<file path="config.mk">
export PLATFORM = sky130hd
export DESIGN_NAME = render_frame_scheduler
export DESIGN_NICKNAME = d
export VERILOG_FILES = /design/src/rtl/render_frame_scheduler.sv
export SDC_FILE = /design/constraint.sdc
export NUM_CORES = 1
export LEC_CHECK = 0
export ABC_AREA = 0
export CAP_MARGIN = 20
export CORE_MARGIN = 2
export CORE_UTILIZATION = 34
export CTS_CLUSTER_SIZE = 8
export DETAILED_ROUTE_END_ITERATION = 6
export GPL_ROUTABILITY_DRIVEN = 0
export PLACE_DENSITY = 0.64
export SLEW_MARGIN = 20
export SYNTH_ARGS = -nofsm -noshare
export SYNTH_HDL_FRONTEND = slang
export SYNTH_SLANG_ARGS = --single-unit
</file>
<file path="constraint.sdc">
create_clock -name VGA_clk -period 7.9 [get_ports VGA_clk]
set_input_delay 1.58 -clock VGA_clk [delete_from_list [all_inputs] [get_ports VGA_clk]]
set_output_delay 1.58 -clock VGA_clk [all_outputs]
set_load 0.02 [all_outputs]
</file>
<file path="src/rtl/render_frame_scheduler.sv">
// Frame-synchronous control for the renderer: scroll offsets, bird animation and pause dimming
// all change once per frame at the start of vertical blank, so nothing moves mid-frame.
module render_frame_scheduler #(
  parameter int unsigned DISPLAY_SIZE_X = 640,
  parameter int unsigned DISPLAY_SIZE_Y = 480,
  parameter int unsigned BG_STEP        = 1,
  parameter int unsigned FL_STEP        = 2,
  parameter int unsigned FLAP_PERIOD    = 6,
  parameter int unsigned FADE_FRAMES    = 4
) (
  input  logic        VGA_clk,
  input  logic        rst,
  input  logic [15:0] X,
  input  logic [15:0] Y,
  input  logic [3:0]  game_state,
  input  logic        flap,
  output logic        frame_tick,
  output logic [15:0] bg_ofs,
  output logic [15:0] fl_ofs,
  output logic [2:0]  bird_state,
  output logic [1:0]  dim_level,
  output logic [15:0] frame_count
);

  localparam logic [3:0] GS_START = 4'b0001;
  localparam logic [3:0] GS_GAME  = 4'b0010;
  localparam logic [3:0] GS_PAUSE = 4'b0100;

  localparam logic [1:0] ST_IDLE  = 2'd0;
  localparam logic [1:0] ST_FLAP1 = 2'd1;
  localparam logic [1:0] ST_FLAP2 = 2'd2;
  localparam logic [1:0] ST_FLAP3 = 2'd3;

  logic        r_vb_q, r_tick, r_flap_pending;
  logic [15:0] r_bg, r_fl, r_hold, r_fade, r_frame_count;
  logic [2:0]  r_bird;
  logic [1:0]  r_state, r_dim;

  logic        w_vb, w_start, w_in_game, w_paused, w_scroll, w_flap_any, w_hold_done;
  logic [16:0] w_bg_sum, w_fl_sum;
  logic [15:0] w_bg_d, w_fl_d, w_hold_d, w_fade_d;
  logic [2:0]  w_bird_d;
  logic [1:0]  w_state_d, w_dim_d, w_dim_tgt;
  logic        w_unused_x;

  assign w_unused_x  = ^X;
  assign w_vb        = (Y >= 16'(DISPLAY_SIZE_Y));
  assign w_start     = (game_state == GS_START);
  assign w_in_game   = (game_state == GS_GAME);
  assign w_paused    = (game_state == GS_PAUSE);
  assign w_scroll    = w_start | w_in_game;
  // A flap arriving in the tick cycle still counts for that tick.
  assign w_flap_any  = r_flap_pending | flap;
  assign w_hold_done = (r_hold == 16'(FLAP_PERIOD - 1));

  assign w_bg_sum = {1'b0, r_bg} + 17'(BG_STEP);
  assign w_fl_sum = {1'b0, r_fl} + 17'(FL_STEP);
  assign w_bg_d   = (w_bg_sum >= 17'(DISPLAY_SIZE_X)) ? 16'(w_bg_sum - 17'(DISPLAY_SIZE_X))
                                                       : w_bg_sum[15:0];
  assign w_fl_d   = (w_fl_sum >= 17'(DISPLAY_SIZE_X)) ? 16'(w_fl_sum - 17'(DISPLAY_SIZE_X))
                                                       : w_fl_sum[15:0];

  always_comb begin
    w_state_d = r_state;
    w_hold_d  = r_hold;
    w_bird_d  = r_bird;
    if (w_in_game && w_flap_any) begin
      w_state_d = ST_FLAP1;
      w_bird_d  = 3'd1;
      w_hold_d  = '0;
    end else if (r_state != ST_IDLE) begin
      if (w_in_game) begin
        if (w_hold_done) begin
          w_hold_d = '0;
          unique case (r_state)
            ST_FLAP1: begin w_state_d = ST_FLAP2; w_bird_d = 3'd2; end
            ST_FLAP2: begin w_state_d = ST_FLAP3; w_bird_d = 3'd1; end
            default:  begin w_state_d = ST_IDLE;  w_bird_d = 3'd0; end
          endcase
        end else begin
          w_hold_d = r_hold + 16'd1;
        end
      end else if (!w_paused) begin
        // START, END or an invalid encoding abandons the flap sequence.
        w_state_d = ST_IDLE;
        w_hold_d  = '0;
      end
    end else if (w_start) begin
      if (w_hold_done) begin
        w_hold_d = '0;
        w_bird_d = (r_bird == 3'd2) ? 3'd0 : r_bird + 3'd1;
      end else begin
        w_hold_d = r_hold + 16'd1;
      end
    end else if (w_in_game) begin
      w_bird_d = 3'd0;
      w_hold_d = '0;
    end
  end

  always_comb begin
    w_dim_tgt = w_paused ? 2'd3 : 2'd0;
    w_dim_d   = r_dim;
    w_fade_d  = r_fade;
    if (r_dim == w_dim_tgt) begin
      w_fade_d = '0;
    end else if (r_fade == 16'(FADE_FRAMES - 1)) begin
      w_fade_d = '0;
      w_dim_d  = (w_dim_tgt > r_dim) ? r_dim + 2'd1 : r_dim - 2'd1;
    end else begin
      w_fade_d = r_fade + 16'd1;
    end
  end

  always_ff @(posedge VGA_clk or posedge rst) begin
    if (rst) begin
      r_vb_q         <= 1'b0;
      r_tick         <= 1'b0;
      r_flap_pending <= 1'b0;
      r_bg           <= '0;
      r_fl           <= '0;
      r_hold         <= '0;
      r_fade         <= '0;
      r_frame_count  <= '0;
      r_bird         <= '0;
      r_state        <= ST_IDLE;
      r_dim          <= '0;
    end else begin
      r_vb_q         <= w_vb;
      r_tick         <= w_vb & ~r_vb_q;
      r_flap_pending <= r_tick ? 1'b0 : w_flap_any;
      if (r_tick) begin
        r_frame_count <= r_frame_count + 16'd1;
        if (w_scroll) begin
          r_bg <= w_bg_d;
          r_fl <= w_fl_d;
        end
        r_state <= w_state_d;
        r_hold  <= w_hold_d;
        r_bird  <= w_bird_d;
        r_dim   <= w_dim_d;
        r_fade  <= w_fade_d;
      end
    end
  end

  assign frame_tick  = r_tick;
  assign bg_ofs      = r_bg;
  assign fl_ofs      = r_fl;
  assign bird_state  = r_bird;
  assign dim_level   = r_dim;
  assign frame_count = r_frame_count;

endmodule

</file>
# Yosys cells after proc, flatten, opt, wreduce, memory -nomap -nowiden
# Index checks and enable logic that the tools add are counted.
dict set report op_classes {
  add_sub_neg 10
  order_cmp 4
  eq_ne 15
  mux 29
  n_bitwise 5
  n_reduce_logical 10
}
# operator count
set ops {}
lappend ops {{2-to-1 mux 16 bit} 11}
lappend ops {{adder 16 x 1 -> 16 bit (second input constant)} 3}
lappend ops {{greater-or-equal comparator 17 x 10 -> 1 bit (second input constant)} 2}
lappend ops {{subtractor 16 x 10 -> 16 bit (second input constant)} 2}
lappend ops {{2-to-1 mux 3 bit} 8}
lappend ops {{adder 16 x 1 -> 17 bit (second input constant)} 1}
lappend ops {{adder 16 x 2 -> 17 bit (second input constant)} 1}
lappend ops {{equality test 16 x 2 -> 1 bit (second input constant)} 1}
lappend ops {{equality test 16 x 3 -> 1 bit (second input constant)} 1}
lappend ops {{greater-or-equal comparator 16 x 9 -> 1 bit (second input constant)} 1}
lappend ops {{2-to-1 mux 2 bit} 7}
lappend ops {{case mux 2 bit (2 select lines)} 2}
lappend ops {{!= test 3 x 1 -> 1 bit (second input constant)} 2}
lappend ops {{!= test 3 bit (second input constant)} 2}
lappend ops {{AND reduction 3 bit} 2}
lappend ops {{AND reduction 5 bit} 1}
lappend ops {{equality test 4 x 1 -> 1 bit (second input constant)} 1}
lappend ops {{equality test 4 x 2 -> 1 bit (second input constant)} 1}
lappend ops {{equality test 4 x 3 -> 1 bit (second input constant)} 1}
lappend ops {{!= test 4 bit (second input constant)} 1}
lappend ops {{AND reduction 4 bit} 1}
lappend ops {{nonzero test 2 bit} 2}
lappend ops {{nonzero test 4 bit} 1}
lappend ops {{adder 3 x 1 -> 3 bit (second input constant)} 1}
lappend ops {{15 further kinds} 17}
dict set report totals {
  ff_bits 90
  out_inout_bits 54
}

# Logic depth before layout (Yosys ltp)
dict set report logic_depth {
  depth_word 6
  mapped_depth 14
  ltp_nobuf 12
}

# Least setup slack after synthesis
# OpenSTA, ideal clock, no wires.
dict set report synth_path {
  path_type {input port to flip-flop}
  startpoint {input game_state[0]}
  endpoint {register r_hold[8]}
  setup_time_ns 0.118
  arrival_time_ns 3.231
  path_slack_ns 4.551
  stages 6
  cell_sequence {nor4b_1 nor2b_1 a31oi_1 a21oi_1 o22ai_1 a21o_1}
}
dict set report synth_between {
  elab_chain_cells 4
}
# item line
set synth_lines {}
lappend synth_lines {{start, declared} 15} ;# input logic [3:0] game_state,
lappend synth_lines {{equality test 4 x 2 -> 1 bit / equality test 4 x 1 -> 1 bit (equally long branches)} {49, 48}}
lappend synth_lines {{logical AND 1 bit (tied with other cells)} 67} ;# if (w_in_game && w_flap_any) begin
lappend synth_lines {{!= test 4 bit (no line) (tied with other cells)} --}
lappend synth_lines {{AND reduction 3 bit (no line) / 2-to-1 mux 16 bit (equally long branches)} --}
lappend synth_lines {{end signal, assigned} 139} ;# r_hold <= w_hold_d;
lappend synth_lines {{end, declared} 35} ;# logic [15:0] r_bg, r_fl, r_hold, r_fade, r_frame_count;
# Several ways; a longest one is shown, not always the timed one.
# A chain may end at the register's enable or synchronous reset.

# Final worst setup path
# Ends and elaborated chain as after synthesis.

==> metrics.txt <==
status=completed; Top FF cell, synth=dfrtp_1; DR vias=4,985; ratio of cells with drive above 1 in the final layout=0.04916; worst-path fanout max=9; Site Rows=47; Post-Synth Adder-Cell Area=0.03481; Critical Path RT=8130 ps; fillcell total=1,702; DR pass1 iterations=4; post-route clock skew=4.298 ps; CTS root buffer=clkbuf_16; fin crit share=0.5235; CP startpoint=game_state[0]; reg2reg start=bg_ofs[0]; power per standard cell area=141.3 nW/µm²; Final nets=762; clock latency on the worst-skew pair=340 ps; Max-slew headroom=0.3885; CTS Hold Buffers Added=0; max_cap viols=0; die height=134.1 µm; Final ANT Viol Nets=0; leakage power=0.002848 µW; largest family of logic cells by synthesized area=simple AND/OR/NAND/NOR gates; RR Endpoint=bg_ofs[8]; CP Capture Type=flop; Clk pin slew, worst setup/hold paths=60 ps; Post-Syn Nets=713; Max Root-Sink Buffers=2; count leader, synth=dfrtp_1; Tot GR Track Use=0.1570; placed inst area=6575 µm²; vias in the first global route=4,671; initial drt markers=265; WP data arrival=4370 ps; CTS Buf Count=9; Setup crit start kind=input pin; Die W=134.1 µm; Fin Setup TNS=0 ps; CTS tree=built; r2r setup slk=4290 ps; Synth top area share=0.3872; VDD IR max=0.0001072 V; post-synthesis compound-gate area fraction=0.1666; pre-CTS setup slack=3419 ps; first-pass GRT wire length=23,120 µm; Seq/Total Area, Yosys=0.3872; post-synthesis cell type count=71; simple-gate share of the synthesized area=0.2713; largest net degree at the start of global routing=80; post-synthesis average cell area=8.741 µm²; synthesized instance count=658; H-tree depth=3; Design Area, Final=6853 µm²; Post-CTS Setup Inserts=0; setup ws final=3764 ps; full die area=17,970 µm²; area delta synth->final=19.14%; Hold Path Class=flop to flop; most frequent cells after synthesis=dfrtp_1 (89), nand2_1 (84), nor2_1 (43), o21ai_0 (43), nand3_1 (33); Final Hold Violating Endpoints=0; Routed WL per cell=14.44 µm; Synth async-reset ratio=1.000; worst reg-to-reg path cell count=12; IO buf count=70; actual slew at the worst max-slew pin=915.3 ps; synthesized cell area=5752 µm²; vias per cell=5.349; Yosys Warn Count=0; initial core utilization=0.3468; number of synthesized register bits=89; post-synthesis mux area share=0.01457; DRT Wirelength=13,460 µm; EDFF count, synth=0; max-slew violations=0; CP endpoint=r_hold[8]; CTS Sinks=89; DP HPWL=9641 µm; endpoints failing setup=0; area share of xor/xnor cells in the synthesized design=0.08223; cell taking the most area after synthesis=dfrtp_1; core area=16,580 µm²; RSZ-0062 raised after global routing=no; dominant cells by area after synthesis=dfrtp_1 (39%), nand2_1 (5.5%), xnor2_1 (4.3%); CTS resizes=0; Final Total Pwr=968.1 µW; Setup CP Type=input pin to flop; DRC errors left=0; IO Count=93; WHS Path Cells=1; post-layout util=0.4132; initial antenna violation count=0; Congestion Overflow GR=0; diodes inserted=0; fin crit period=4136 ps; Max Clk Rate=0.2418 GHz
[cells by family (layout without fill, tap and decap cells)]
kind of cell | count (synthesis) | count (layout)
fa+ha+maj | 16 | 16
mux | 8 | 8
simple gates | 297 | 297
other cells | 1 | 1
compound gates | 140 | 140
xor+xnor | 54 | 54
flops | 89 | 89
buf+inv | 53 | 107
[worst max-delay path, stage by stage]
cell	delay (ps)
clkdlybuf4s50_1	510
nor4b_1	690
nor2b_1	360
a31oi_1	180
a21oi_1	650
o22ai_1	180
a21o_1	210
[layer usage]
metal | routed length [µm] | global-route usage
met3 | 604 | 0.04082
met4 | 180 | 0.04094
met1 | 6508 | 0.2111
met2 | 6169 | 0.2524
met5 | 0 | 0
[how the worst min path moves through the flow]
stage / startpoint / to / slack [ps]
after floorplan: r_vb_q / frame_tick / 380
after global placement: r_vb_q / frame_tick / 390
after detailed placement: r_vb_q / frame_tick / 400
after CTS: r_vb_q / frame_tick / 410
after global routing: r_vb_q / frame_tick / 430
final: r_vb_q / frame_tick / 410
[placed cells by master, fill, tap and decap left out, drive strengths merged, types with 7 or more instances in the layout]
cell / n
a21o: 7
a21oi: 16
a31oi: 13
and3: 30
clkbuf: 11
clkdlybuf4s50: 70
dfrtp: 89
ha: 16
inv: 18
nand2: 84
nand2b: 7
nand3: 34
nand4: 20
nor2: 43
nor2b: 7
nor3: 16
nor4: 12
o21ai: 45
o31ai: 10
or3: 8
xnor2: 28
xor2: 26
[state kept, by name, indices dropped and copies added, names as in the netlist]
signal	count
r_hold	16
r_vb_q	1
r_fade	16
bg_ofs	16
fl_ofs	15
frame_count	16
r_flap_pending	1
dim_level	2
frame_tick	1
bird_state	3
r_state	2
[where the power goes]
| group | switching, µW | internal [µW] |
|---|---|---|
| clock network | 180 | 221 |
| registers | 18.6 | 464 |
| logic | 44.9 | 39.7 |
| total | 243 | 725 |
[final cells by class]
class | instances | area [µm²] | area share
repair buffers | 73 | 726.9 | 0.1061
inverters | 18 | 70.07 | 0.01022
clock inverters | 5 | 31.28 | 0.004565
multi-input cells | 516 | 3279 | 0.4785
clock buffers | 11 | 242.7 | 0.03542
well taps | 220 | 275.3 | 0.04017
flip-flops and latches | 89 | 2227 | 0.3250
[through the flow]
step / hold slack [ps] / cells
5_1_grt: 433.6 / 932
6_report: 407.5 / 932
4_1_cts: 408.5 / 932
3_3_place_gp: 395.0 / 916
3_5_place_dp: 399.8 / 916
2_1_floorplan: 375.3 / 658
Note: power is estimated with default switching activity, not from simulation.
